`config.mk`:
```
export PLATFORM = sky130hd
export DESIGN_NAME = mem_access
export DESIGN_NICKNAME = d
export VERILOG_FILES = /design/src/rtl/mem_pkg.sv /design/src/rtl/mem_access_flag_reg.sv /design/src/rtl/mem_access.sv
export SDC_FILE = /design/constraint.sdc
export NUM_CORES = 1
export LEC_CHECK = 0
export BUFFER_PORTS_ARGS = -buffer_cell sky130_fd_sc_hd__buf_2
export CORE_MARGIN = 3
export CORE_UTILIZATION = 40
export CTS_CLUSTER_DIAMETER = 200
export DETAILED_ROUTE_END_ITERATION = 8
export PLACE_DENSITY = 0.66
export SYNTH_ARGS = -nofsm -noshare
export SYNTH_HDL_FRONTEND = slang
export SYNTH_SLANG_ARGS = --single-unit
```
`constraint.sdc`:
```
create_clock -name clk -period 4.5 [get_ports clk]
set_input_delay 0.45 -clock clk [delete_from_list [all_inputs] [get_ports clk]]
set_output_delay 0.45 -clock clk [all_outputs]
set_load 0.03 [all_outputs]
```
`src/rtl/mem_pkg.sv`:
```
// Shared types and constants for the memory-access / flag-commit stage.
package mem_pkg;

    typedef enum logic [1:0] {
        IDLE = 2'd0,
        WAIT = 2'd1,
        DONE = 2'd2
    } state_e;

    localparam int unsigned MEM_TIMEOUT_DEF = 32'd255;
    localparam logic [15:0] WB_ERR_DATA     = 16'h0000;
    localparam int unsigned DATA_W          = 32'd16;
    localparam int unsigned FLAG_W          = 32'd3;

    // An instruction touches memory when it is either a load or a store.
    function automatic logic is_mem_op(input logic rd, input logic wr);
        return rd | wr;
    endfunction

endpackage

```
`src/rtl/mem_access_flag_reg.sv`:
```
// Committed N/Z/V flag register with load enable.
module flag_reg
    import mem_pkg::*;
(
    input  logic              clk,
    input  logic              rst_n,
    input  logic              we,
    input  logic [FLAG_W-1:0] d,
    output logic [FLAG_W-1:0] q
);

    // Flag storage: load on enable, otherwise hold.
    always_ff @(posedge clk or negedge rst_n) begin
        if (!rst_n) begin
            q <= 3'b000;
        end else if (we) begin
            q <= d;
        end else begin
            q <= q;
        end
    end

endmodule

```
`src/rtl/mem_access.sv`:
```
// Memory-access stage: runs loads/stores over a req/ack handshake with a
// timeout, stalls upstream while busy, and commits flags once per instruction.
module mem_access
    import mem_pkg::*;
#(
    parameter int unsigned TIMEOUT = MEM_TIMEOUT_DEF
)
(
    input  logic              clk,
    input  logic              rst_n,
    input  logic [DATA_W-1:0] alu_res,
    input  logic [DATA_W-1:0] sdata,
    input  logic              rd_en,
    input  logic              wr_en,
    input  logic              N,
    input  logic              Z,
    input  logic              V,
    input  logic              flag_we,
    output logic              mem_req,
    output logic              mem_we,
    output logic [DATA_W-1:0] mem_addr,
    output logic [DATA_W-1:0] mem_wdata,
    input  logic [DATA_W-1:0] mem_rdata,
    input  logic              mem_ack,
    output logic [DATA_W-1:0] wb_data,
    output logic              stall,
    output logic              flag_n,
    output logic              flag_z,
    output logic              flag_v,
    output logic              mem_err
);

    localparam logic [15:0] CNT_LAST = 16'(TIMEOUT - 32'd1);

    state_e            state_r, state_s;
    logic              req_r, req_s;
    logic              we_r, we_s;
    logic [DATA_W-1:0] addr_r, addr_s;
    logic [DATA_W-1:0] wdata_r, wdata_s;
    logic [DATA_W-1:0] rdata_r, rdata_s;
    logic [15:0]       cnt_r, cnt_s;
    logic              err_r, err_s;
    logic              mem_op_s;
    logic              flag_wr_s;
    logic [FLAG_W-1:0] flags_s;

    assign mem_op_s = is_mem_op(rd_en, wr_en);

    // State and datapath registers; reset abandons any access in flight.
    always_ff @(posedge clk or negedge rst_n) begin
        if (!rst_n) begin
            state_r <= IDLE;
            req_r   <= 1'b0;
            we_r    <= 1'b0;
            addr_r  <= 16'h0000;
            wdata_r <= 16'h0000;
            rdata_r <= 16'h0000;
            cnt_r   <= 16'd0;
            err_r   <= 1'b0;
        end else begin
            state_r <= state_s;
            req_r   <= req_s;
            we_r    <= we_s;
            addr_r  <= addr_s;
            wdata_r <= wdata_s;
            rdata_r <= rdata_s;
            cnt_r   <= cnt_s;
            err_r   <= err_s;
        end
    end

    // Next-state and next-datapath logic; everything holds unless a transition acts.
    always_comb begin
        state_s = state_r;
        req_s   = req_r;
        we_s    = we_r;
        addr_s  = addr_r;
        wdata_s = wdata_r;
        rdata_s = rdata_r;
        cnt_s   = cnt_r;
        err_s   = err_r;
        case (state_r)
            IDLE: begin
                if (mem_op_s) begin
                    addr_s  = alu_res;
                    wdata_s = sdata;
                    we_s    = wr_en;
                    req_s   = 1'b1;
                    cnt_s   = 16'd0;
                    state_s = WAIT;
                end else begin
                    state_s = IDLE;
                end
            end
            WAIT: begin
                // An ack in the last allowed cycle still wins over the timeout.
                if (mem_ack) begin
                    req_s   = 1'b0;
                    state_s = DONE;
                    if (!we_r) begin
                        rdata_s = mem_rdata;
                    end else begin
                        rdata_s = rdata_r;
                    end
                end else if (cnt_r == CNT_LAST) begin
                    req_s   = 1'b0;
                    rdata_s = WB_ERR_DATA;
                    err_s   = 1'b1;
                    state_s = DONE;
                end else begin
                    cnt_s = cnt_r + 16'd1;
                end
            end
            DONE: begin
                state_s = IDLE;
            end
            default: begin
                state_s = IDLE;
            end
        endcase
    end

    // Stall covers the detect cycle and every WAIT cycle, never DONE.
    always_comb begin
        if (state_r == WAIT) begin
            stall = 1'b1;
        end else if (state_r == IDLE) begin
            stall = mem_op_s;
        end else begin
            stall = 1'b0;
        end
    end

    // Writeback: load data in DONE of a load, otherwise the ALU result.
    always_comb begin
        if ((state_r == DONE) && !we_r) begin
            wb_data = rdata_r;
        end else begin
            wb_data = alu_res;
        end
    end

    // Commit only on the unstalled edge so each instruction updates flags once.
    assign flag_wr_s = flag_we & ~stall;

    flag_reg u_flag_reg (
        .clk   (clk),
        .rst_n (rst_n),
        .we    (flag_wr_s),
        .d     ({N, Z, V}),
        .q     (flags_s)
    );

    assign flag_n    = flags_s[2];
    assign flag_z    = flags_s[1];
    assign flag_v    = flags_s[0];
    assign mem_req   = req_r;
    assign mem_we    = we_r;
    assign mem_addr  = addr_r;
    assign mem_wdata = wdata_r;
    assign mem_err   = err_r;

endmodule

```
==> run summary, run 1 <==
The number of cells on the worst reg-to-reg path is 5. In this run the core area contains 32 standard-cell rows. Routability-driven placement finished with a final weighted congestion of 0.831.

For this block, the via count after detailed routing is 2,757. The tools report the later-pin clock latency in the skew report as 0.34 ns. Across all hold checks on the routed design, the worst slack comes to 0.0446 ns.

The run finished with clean final reports. For the least setup slack across all paths after layout, the log shows 2.08 ns. 112 I/O pins were placed.

Once the floorplan was initialized, standard cells occupied 41.7% of the core. The number of placed instances with taps included is 526. The leading cell type in the layout, fill and taps excluded is buf_2. The per-instance average area after synthesis works out to 10.1 µm². Summed over all failing endpoints, the final setup total negative slack is 0 ns.

In this run the deepest clock path goes through 2 buffers. After filler insertion, the fill cell instance count of the layout stands at 722. In this run the critical register-to-register path is captured at cnt_r[13]. The number of port buffers was 111; the number of global-route vias before repair was 2,549. During synthesis, Yosys emitted a total of 0 warnings.

The first global-routing pass estimated 12,300 µm of wire. The tools report the H-tree level count as 3. The tools report the final cell utilization of the core as 52.6%.

0 antenna diodes ended up in the layout. The shortest period the worst path allows came out at 2.42 ns. Post-CTS repair changed the size of 0 cells.

The final hold violation count is 0, and the total of flip-flops plus latches after synthesis is 72. Of all flip-flops after synthesis, the portion carrying an async set or reset was 100%. The tools report the post-route non-filler standard cell count as 542. Largest family of logic cells by synthesized area: simple AND/OR/NAND/NOR gates. The area of the die came out at 9270 µm².

The number of nets in the synthesized netlist is 381. In this run the critical register-to-register path is launched from state_r[0]. The ratio of routed vias to standard cells was 5.09. At the end of the flow, the number of nets in the layout was 494. Setup repair after global routing left no endpoint under its margin.

CTS root buffer: clkbuf_8. The leading register cell type out of synthesis is dfrtp_1. The horizontal extent of the die was 96.3 µm.

The finished cells cover 4110 µm². The logs give 322 for the cell count after synthesis and 0.00972 ns for the worst clock skew. The logs give 0 for the final max-slew violation count and 2.76 mW for the total power draw. The areal power density over the cells works out to 672 nW/µm². Yosys mapped a number of flops with a built-in enable equal to 0.

Routed wire length per instance: 14.3 µm. The worst hold path belongs to the class primary input to asynchronous set/reset pin. Of the total synthesized cell area, the portion taken by full adders, half adders and majority gates is 0.768%.

The tools report the area of combinational cells with multiple inputs as 1390 µm². Of all nets on the critical path, the largest fanout is 13. For the total track usage, the log shows 17.1%. For the pin count of the biggest net entering global routing, the log shows 52. Buffers added to address setup during post-CTS repair amount to 0. The kind of end point of the critical path was an output pin.

Startpoint-to-endpoint class of the critical path: register to output pin. For the pin with the worst max-slew slack, the measured transition is 1.16 ns. The core region area came out at 7810 µm². The initial antenna violation count was 0; the ratio of final minimum period to clock period was 53.7%. The total congestion overflow after global routing was 0. The tools report the number of hold buffers added after CTS as 0. Area occupied by registers: 1800 µm². The run gives 5490 µm as the half-perimeter wire length after detailed placement. For the worst setup path, the data arrival time is 1.97 ns. In this run, distinct cell masters in the synthesized netlist total 46.

TritonCTS built the clock tree. Derived from the worst setup path, the maximum achievable clock frequency is 0.414 GHz. The post-synthesis share of cell area spent on xor and xnor gates was 0%.

The worst pin sits at a relative slew slack of 22.1%. The area of the mapped netlist is 3260 µm², and the clock-pin slew of the registers on the worst-case setup and hold paths is 0.08 ns. The peak supply drop was 392 µV. STA classifies the critical path startpoint as a register. In the routed design, unresolved DRC markers number 0. Setup violations remaining at the end of the flow were counted as 0.

Measured along the y axis, the die boundary spans 96.3 µm. The logs give 9 for the number of buffers created by CTS and 55.3% for the proportion of synthesized chip area in sequential cells. The complex-gate fraction of the synthesized area is 10.7%, and the required arrival time at the worst endpoint is 4.05 ns.

The number of routed nets with antenna violations is 0, and the simple-gate share of the synthesized area is 22.8%. Timing analysis after detailed placement gives a worst setup slack of 2.33 ns. For the total iterations of the first detailed-routing run, the log shows 6. The post-route netlist has 40.9% of its cells at a drive strength greater than 1. The area overhead of the layout relative to synthesis was 26.0%; the sink count of the clock tree was 72. The mux contribution to synthesized area works out to 7.95%.

The post-placement cell area is 3930 µm². For this block, the routed nets add up to 7740 µm of wire. The number of DRC markers in iteration 0 was 124; the number of max-capacitance violations reported was 0.

The top cell types in the final layout, fill and taps aside, are 111 x buf_2, 109 x nand2_1, 72 x dfrtp_1, 19 x mux2_2, 17 x nand3_1. For this design the static power due to leakage is 2.17 nW. Across all register-to-register paths, the minimum setup slack is 2.35 ns.
-- cells by family (layout without fill, tap and decap cells) --
| kind of cell | after synthesis | after routing |
|---|---|---|
| flops | 72 | 72 |
| simple gates | 166 | 166 |
| compound gates | 41 | 41 |
| fa+ha+maj | 2 | 2 |
| buf+inv | 18 | 136 |
| mux | 23 | 23 |
-- power by group --
| part | leakage, nW | switching (mW) | internal, mW |
|---|---|---|---|
| clock network | 0.0926 | 0.251 | 0.217 |
| logic | 1.17 | 0.840 | 0.404 |
| registers | 0.912 | 0.150 | 0.899 |
| total | 2.17 | 1.24 | 1.52 |
-- layout make-up --
cell class,instances,share of cell area [%]
Sequential cell,72,43.9
Inverter,5,0.457
Clock buffer,10,3.35
Timing Repair Buffer,115,14.3
Tap cell,102,3.11
Multi-Input combinational cell,232,33.9
Clock inverter,6,1.07
-- sequential cells by signal, indices dropped and copies added (netlist names), 2 cells and up --
name / flops
cnt_r: 16
mem_addr: 16
mem_wdata: 16
rdata_r: 16
state_r: 2
u_flag_reg.q: 3
-- Yosys cell counts (3+ instances only) --
cell type / instances / area, µm²
o21ai_0: 3 / 15.0
a22o_2: 16 / 160
nand3_1: 17 / 85.1
mux2_2: 19 / 214
inv_1: 5 / 18.8
or3_1: 3 / 18.8
clkbuf_1: 7 / 26.3
nand2_1: 109 / 409
mux2i_1: 3 / 30.0
and3_1: 4 / 25.0
a31oi_1: 4 / 25.0
nor2_1: 9 / 33.8
dfrtp_1: 72 / 1800
nor3_1: 8 / 40.0
-- per-layer routing --
metal / GRT usage [%] / wire, µm
met1: 23.8 / 3500
met2: 26.0 / 3670
met3: 3.60 / 456
met4: 6.87 / 115
met5: 0 / 0
-- critical path, cell delays in order, from the launching register on --
cell and delay [ns]:
dfrtp_1 0.45, nor3b_2 0.35, buf_4 0.29, mux2_2 0.36
buf_2 0.18
-- worst max path at each step --
stage | startpoint | endpoint | slack [ns] | cells past startpoint
6_report | mem_we | wb_data[13] | 2.08 | 4
4_1_cts | mem_we | wb_data[13] | 2.05 | 4
2_1_floorplan | mem_we | wb_data[10] | 2.29 | 3
3_5_place_dp | state_r[0] | cnt_r[7] | 2.33 | 5
3_3_place_gp | state_r[0] | cnt_r[7] | 2.38 | 5
5_1_grt | mem_we | wb_data[13] | 1.99 | 4
No activity file was read; power rests on OpenSTA's default activity.
==> inputs of run 2 (changes only) <==
ABC_AREA = 1   (was not set)
clock period = 2.3 ns   (was 4.5 ns; I/O delays follow)
==> run summary, run 2 <==
The run finished, with violations left. The checks that failed: hold timing. From bottom edge to top edge, the die measures 98.4 µm.

The share of the Yosys chip area taken by registers is 52.7%. Yosys printed 0 warnings. For this block, the routed nets add up to 8270 µm of wire. The tools report the post-detailed-route DRC marker count as 0. The area share of the largest cell type after synthesis is 52.7%. After Yosys synthesis, full adders, half adders and majority gates account for 0.733% of the synthesized area. After synthesis the cells add up to 3420 µm². The slowest stage of the critical path belongs to the cell dfrtp_1.

The run gives 0.0155 ns as the worst clock skew. Critical path's top delay family: buffers and inverters. For the maximum root-to-sink buffer count, the log shows 2.

The maximum clock frequency came out at 0.512 GHz. Dividing the synthesized area by the synthesized cell count gives 8.69 µm². The number of global-route vias before repair is 3,001. The run gives 33 as the floorplan row count. In the final layout, the share of cells above drive strength 1 is 32.0%. By area the synthesized netlist is led by dfrtp_1 53%, nand2_1 11%, mux2_2 5.3%, nor2_1 4.4%, o21ai_0 3.7%.

The tree is rooted in a clkbuf_8. TritonCTS built the clock tree. The tools report the number of distinct standard cells referenced by the synthesized netlist as 29. Core region area: 8260 µm².

The worst register-to-register path begins at cnt_r[0]. In this run the count of I/O pins placed on the die edge is 112. Leaving out fill and tap cells, the most frequent cells in the layout are 110 x buf_2, 103 x nand2_1, 72 x dfrtp_1, 40 x nor2_1, 32 x inv_1. Most common cell in the synthesized netlist: nand2_1. The critical path goes through clkinv_1 -> nand3_1 -> buf_4 -> nor2_1 -> a21oi_1 -> buf_2. The routed wire length per instance was 13.5 µm; the number of cells on the worst reg-to-reg path was 9.

Counting I/O delays and the setup requirement, the final critical path takes 1.95 ns. At the later pin of the worst-skew pair, clock insertion delay measures 0.35 ns. The final max-slew violation count was 0; the complex-gate fraction of the synthesized area was 7.95%. In this run the worst path has a maximum fanout of 32.

The initial antenna violation count is 0, and the required arrival time at the worst endpoint is 2.07 ns. Entering global routing, the biggest net connects 73 pins. The run gives 4 as the total iterations of the first detailed-routing run. For this run the aggregate overflow at the end of global routing stands at 0. The library cell with the largest summed area after synthesis was dfrtp_1. Hold repair after CTS inserted 0 buffers. For the number of DRC markers in iteration 0, the log shows 171. Dividing total power by cell area gives a power density of 1260 nW/µm². The analysis attributes to cell leakage a power of 2.22 nW. STA classifies the critical path startpoint as a register. The worst min-delay path category is primary input to asynchronous set/reset pin.

The clock-pin slew of the registers on the worst-case setup and hold paths is 0.08 ns, and the relative slew slack is 39.7%. The run gives 72 as the sink count of the clock tree. Cells fill 51.1% of the core in the end. For flop-to-flop paths, the worst setup slack is 0.51 ns. For the pin with the worst max-slew slack, the measured transition is 0.904 ns. The number of max-capacitance violations reported was 0. The share of flip-flops with an asynchronous set or reset after synthesis came out at 100%. Detailed placement finished with a half-perimeter wire length of 5960 µm.

After the last flow step, the layout net total stands at 561. Mux contribution to synthesized area: 5.27%. The total via count in the routed design is 2,996. The tools report the minimum hold slack as -0.0239 ns. The area of the die came out at 9680 µm². Among all flip-flop cells after synthesis, the most frequent one is dfrtp_1. The logs give 0 for the number of routed nets with antenna violations and 393 for the cell count after synthesis. The ratio of routed vias to standard cells was 4.90.

Input and output buffers added on the ports amount to 111. The ratio of final minimum period to clock period works out to 84.9%. The kind of end point of the critical path was an output pin. The post-synthesis share of cell area spent on xor and xnor gates is 1.54%. After synthesis, the largest family of logic cells by area is simple AND/OR/NAND/NOR gates. Data arrival time of the critical path: 1.72 ns. The repair_antennas step left the layout with diodes totalling 0.

The tools report the final hold violation count as 6. Setup violations remaining at the end of the flow were counted as 0. The delay of the slowest cell on the worst path was 0.41 ns. By count the netlist is led by 103 x nand2_1, 72 x dfrtp_1, 40 x nor2_1, 32 x inv_1, 25 x o21ai_0.

For the placer's final routability congestion estimate, the log shows 0.845. Summing the areas of all and, or, nand and nor instances in the mapped netlist gives 24.7% of the synthesized area. Setup repair after global routing left no endpoint under its margin. Global routing used 18.2% of the available tracks. The number of gates given a new drive strength after cts is 0, and the horizontal extent of the die is 98.4 µm. The total of flip-flops plus latches after synthesis came out at 72.

Relative to the synthesized area, the layout overhead comes to 23.4%. Leading cell type in the layout, fill and taps excluded: buf_2. In this run the post-CTS setup repair buffer count came out at 0. In this run the critical register-to-register path is captured at rdata_r[5]. The initial utilization of the core area, before any placement, comes to 41.4%. The number of buffers created by CTS is 9, and the count of flip-flops with a built-in enable after synthesis is 0. The run gives 14,300 µm as the first-pass GRT wire length.

The H-tree level count is 3. For the final setup TNS, the log shows 0 ns. Across the VDD grid, the largest voltage drop is 747 µV. Counting both buffers and inverters, the worst setup path holds a total of 3. The run gives 452 as the post-synthesis net count. Startpoint-to-endpoint class of the critical path: register to output pin.
-- run 2: kinds of logic after synthesis --
kind of cell,after synthesis
mux,16
fa+ha+maj,2
buf+inv,55
compound gates,48
simple gates,194
xor+xnor,6
flops,72
-- run 2: final cells by class --
| cell class | count | area (µm²) |
|---|---|---|
| timing repair buffer | 116 | 596 |
| multi-input combinational | 266 | 1370 |
| clock buffer | 9 | 124 |
| sequential | 72 | 1800 |
| fill | 804 | 4040 |
| clock inverter | 7 | 52.6 |
| tap | 105 | 131 |
| inverter | 37 | 139 |
-- run 2: power by group --
| part | switching, mW | total [mW] | leakage, nW | internal, mW |
|---|---|---|---|---|
| Clock | 0.517 | 0.918 | 0.0904 | 0.401 |
| Combinational | 1.75 | 2.48 | 1.21 | 0.728 |
| Sequential | 0.229 | 1.93 | 0.918 | 1.70 |
-- run 2: routing by layer --
metal	wire (µm)	share of wire, %	track usage, %	vias up
met5	0	0	0	-
met4	132	1.6	6.30	0
met3	643	7.8	5.52	13
met2	3980	48	30.0	105
met1	3510	42	22.9	1390
li1	-	-	-	1488
-- run 2: worst max path at each step --
stage          startpoint  slack (ns)  cells past startpoint     endpoint
2_1_floorplan      mem_we        0.38                      5   wb_data[0]
3_3_place_gp     cnt_r[0]        0.59                      9  rdata_r[13]
3_5_place_dp     cnt_r[0]        0.50                      9   rdata_r[4]
4_1_cts            mem_we        0.31                      6   wb_data[3]
5_1_grt            mem_we        0.16                      6   wb_data[4]
6_report           mem_we        0.35                      6   wb_data[3]
-- run 2: per-stage QoR --
stage          instance area (µm²)  total power [mW]  instances  setup WS [ns]
3_5_place_dp                  4040              4.47        596          0.504
6_report                      4220              5.33        612          0.346
2_1_floorplan                 3420              3.75        393          0.381
4_1_cts                       4220              5.40        612          0.309
5_1_grt                       4220              5.69        612          0.158
3_3_place_gp                  4040              4.41        596          0.588
==> inputs of run 3 (changes only) <==
ABC_AREA = 0   (was 1)
PLACE_DENSITY = 0.69   (was 0.66)
clock period = 1.7 ns   (was 2.3 ns; I/O delays follow)
==> run summary, run 3 (synthesized netlist as in run 1, its figures left out) <==
For the pin with the worst max-slew slack, the measured transition is 0.461 ns. The delay of the slowest cell on the worst path was 0.39 ns. At the end of the flow, the number of nets in the layout was 539. The logs give -0.247 ns for the least setup slack across all paths after layout and 0 for the total congestion overflow after global routing. The first routing iteration left 221 violations.

The number of top-level pins was 112. The worst setup path is captured at an output pin. The number of clock buffers added by TritonCTS is 9. CTS built an H-tree with a depth of 3. Counting tap cells, the placed design contains a total of 560 instances. Dividing total power by cell area gives a power density of 1710 nW/µm².

After detailed routing, the average wire length per cell comes to 15.6 µm. In the layout the commonest cells are 109 x nand2_1, 93 x buf_2, 71 x dfrtp_1, 37 x buf_4, 23 x buf_6. After floorplanning, the core was sized to cover 7810 µm². Static timing analysis puts the maximum clock frequency at 0.514 GHz.

The final hold violation count is 0, and the number of port buffers is 111. The count of nets left with antenna violations once routing finished came out at 0. The startpoint-to-endpoint class of the critical path was register to output pin. The floorplan has 32 rows. 0 antenna diodes ended up in the layout. The slowest cell on the critical path was dfrtp_1. The logs give 72 for the sink count of the clock tree and 0 for the final max-slew violation count. The flow ran to the end, but the final reports show violations. The wire-length estimate of the detail-placed layout is 6340 µm. The checks that failed: setup timing.

The data arrival time of the critical path came out at 1.78 ns. The worst pin sits at a relative slew slack of 69.2%. Timing analysis after detailed placement gives a worst setup slack of -0.180 ns. The tools report the total iterations of the first detailed-routing run as 4. The floorplan step set the die height to 96.3 µm. Pin count of the biggest net entering global routing: 30. TritonCTS built the clock tree. The required arrival time at the worst endpoint is 1.53 ns, and the ratio of final minimum period to clock period is 115%.

Global routing used 20.3% of the available tracks across all layers. The effective utilization at floorplan was 41.7%. The area growth from synthesis to layout is 45.0%. Cells with a size suffix above 1 make up 47.8% of the layout.

Clock tree synthesis selected as its root buffer the cell clkbuf_8. Clock-pin slew of the registers on the worst-case setup and hold paths: 0.07 ns. Across the routed clock network, the largest skew measured is 0.00839 ns. The tools report the number of global-route vias before repair as 2,983. Walking the worst path, the cells encountered are buf_4 -> nor3b_4 -> buf_12 -> mux2_2 -> buf_6. Setup repair after global routing could not meet its margin everywhere.

For the total via count in the routed design, the log shows 3,011. The first global-routing pass estimated 14,500 µm of wire. The number of buffers and inverters on the critical path is 3. The shortest period the worst path allows was 1.95 ns; the ratio of routed vias to standard cells was 5.13. The run gives 0.861 as the placer's final routability congestion estimate.

The post-detailed-route DRC marker count was 0; the highest net fanout along the worst path was 16. Leaving out fill and tap cells, the most frequent cell in the layout is nand2_1. The final wirelength is 9180 µm. Later-pin clock latency in the skew report: 0.35 ns.

The number of max-capacitance violations reported came out at 0. The initial antenna violation count came out at 0. In this run the static leakage power is 2.47 nW. For flop-to-flop paths, the worst setup slack is -0.18 ns.

The type of origin of the critical path was a register. Once layout is complete, the cells apart from fillers number 587. Critical path's top delay family: buffers and inverters. The die covers 9270 µm². Counting along the longest clock path gives a buffer depth of 2.

The run gives 815 µV as the peak supply drop. The worst min-delay path category is primary input to register. Setup violations remaining at the end of the flow were counted as 48.

The number of filler cells placed in the layout was 640; the horizontal extent of the die was 96.3 µm.
-- run 3: per-stage QoR --
step                      hold WS [ns]  utilization [%]  area, µm²  TNS, ns  power [mW]
after floorplan                 -0.126                -       3280    -1.03        5.15
after global placement           0.101             54.1       4220    -1.69        6.40
after detailed placement         0.104             54.1       4220    -3.27        6.49
after CTS                     0.000517             59.9       4680    -7.18        8.12
after global routing           0.00574             60.5       4720   -10.74        8.62
final                           0.0156             60.5       4720    -7.56        8.10
-- run 3: area by class of cell --
| cell class | count | area (µm²) | share of cell area [%] |
|---|---|---|---|
| inverters | 5 | 21.3 | 0.450 |
| flip-flops and latches | 72 | 1800 | 38.2 |
| multi-input cells | 233 | 1490 | 31.6 |
| clock buffers | 11 | 141 | 2.99 |
| clock inverters | 5 | 56.3 | 1.19 |
| well taps | 102 | 128 | 2.70 |
| repair buffers | 159 | 1080 | 22.9 |
-- run 3: routing by layer --
layer	share of wire (%)	wire [µm]	GRT usage [%]
met4	2.3	215	8.41
met2	50	4620	33.9
met3	6.0	552	3.83
met1	41	3800	25.6
met5	0	0	0
-- run 3: repair_timing --
item,CTS,global route
hold endpoints to repair,25,0
cloned,1,0
pin swaps,14,11
buffers inserted,5,1
gates resized for setup,50,6
hold buffers,4,0
setup endpoints to repair,50,50
-- run 3: path summary, 6_finish.rpt --
kind                               from            end  cells past startpoint
min reg2reg                mem_wdata[6]   mem_wdata[6]                      2
max in group asynchronous         rst_n    mem_addr[6]                      3
max                          state_r[0]     wb_data[4]                      5
min in group asynchronous         rst_n       cnt_r[6]                      2
min                           sdata[13]  mem_wdata[13]                      3
max reg2reg                   cnt_r[11]       cnt_r[7]                      7
-- run 3: tightest hold or removal path, delay by kind of cell --
kind / cells / cell delay [ns]
AND/OR/NAND/NOR: 2 / 0.08
buffers and inverters: 1 / 0.08
-- run 3: power by group --
group / switching, mW / internal (mW) / total, mW
Clock: 0.644 / 0.716 / 1.36
Combinational: 2.48 / 1.51 / 3.99
Sequential: 0.369 / 2.38 / 2.75
Total: 3.49 / 4.61 / 8.10
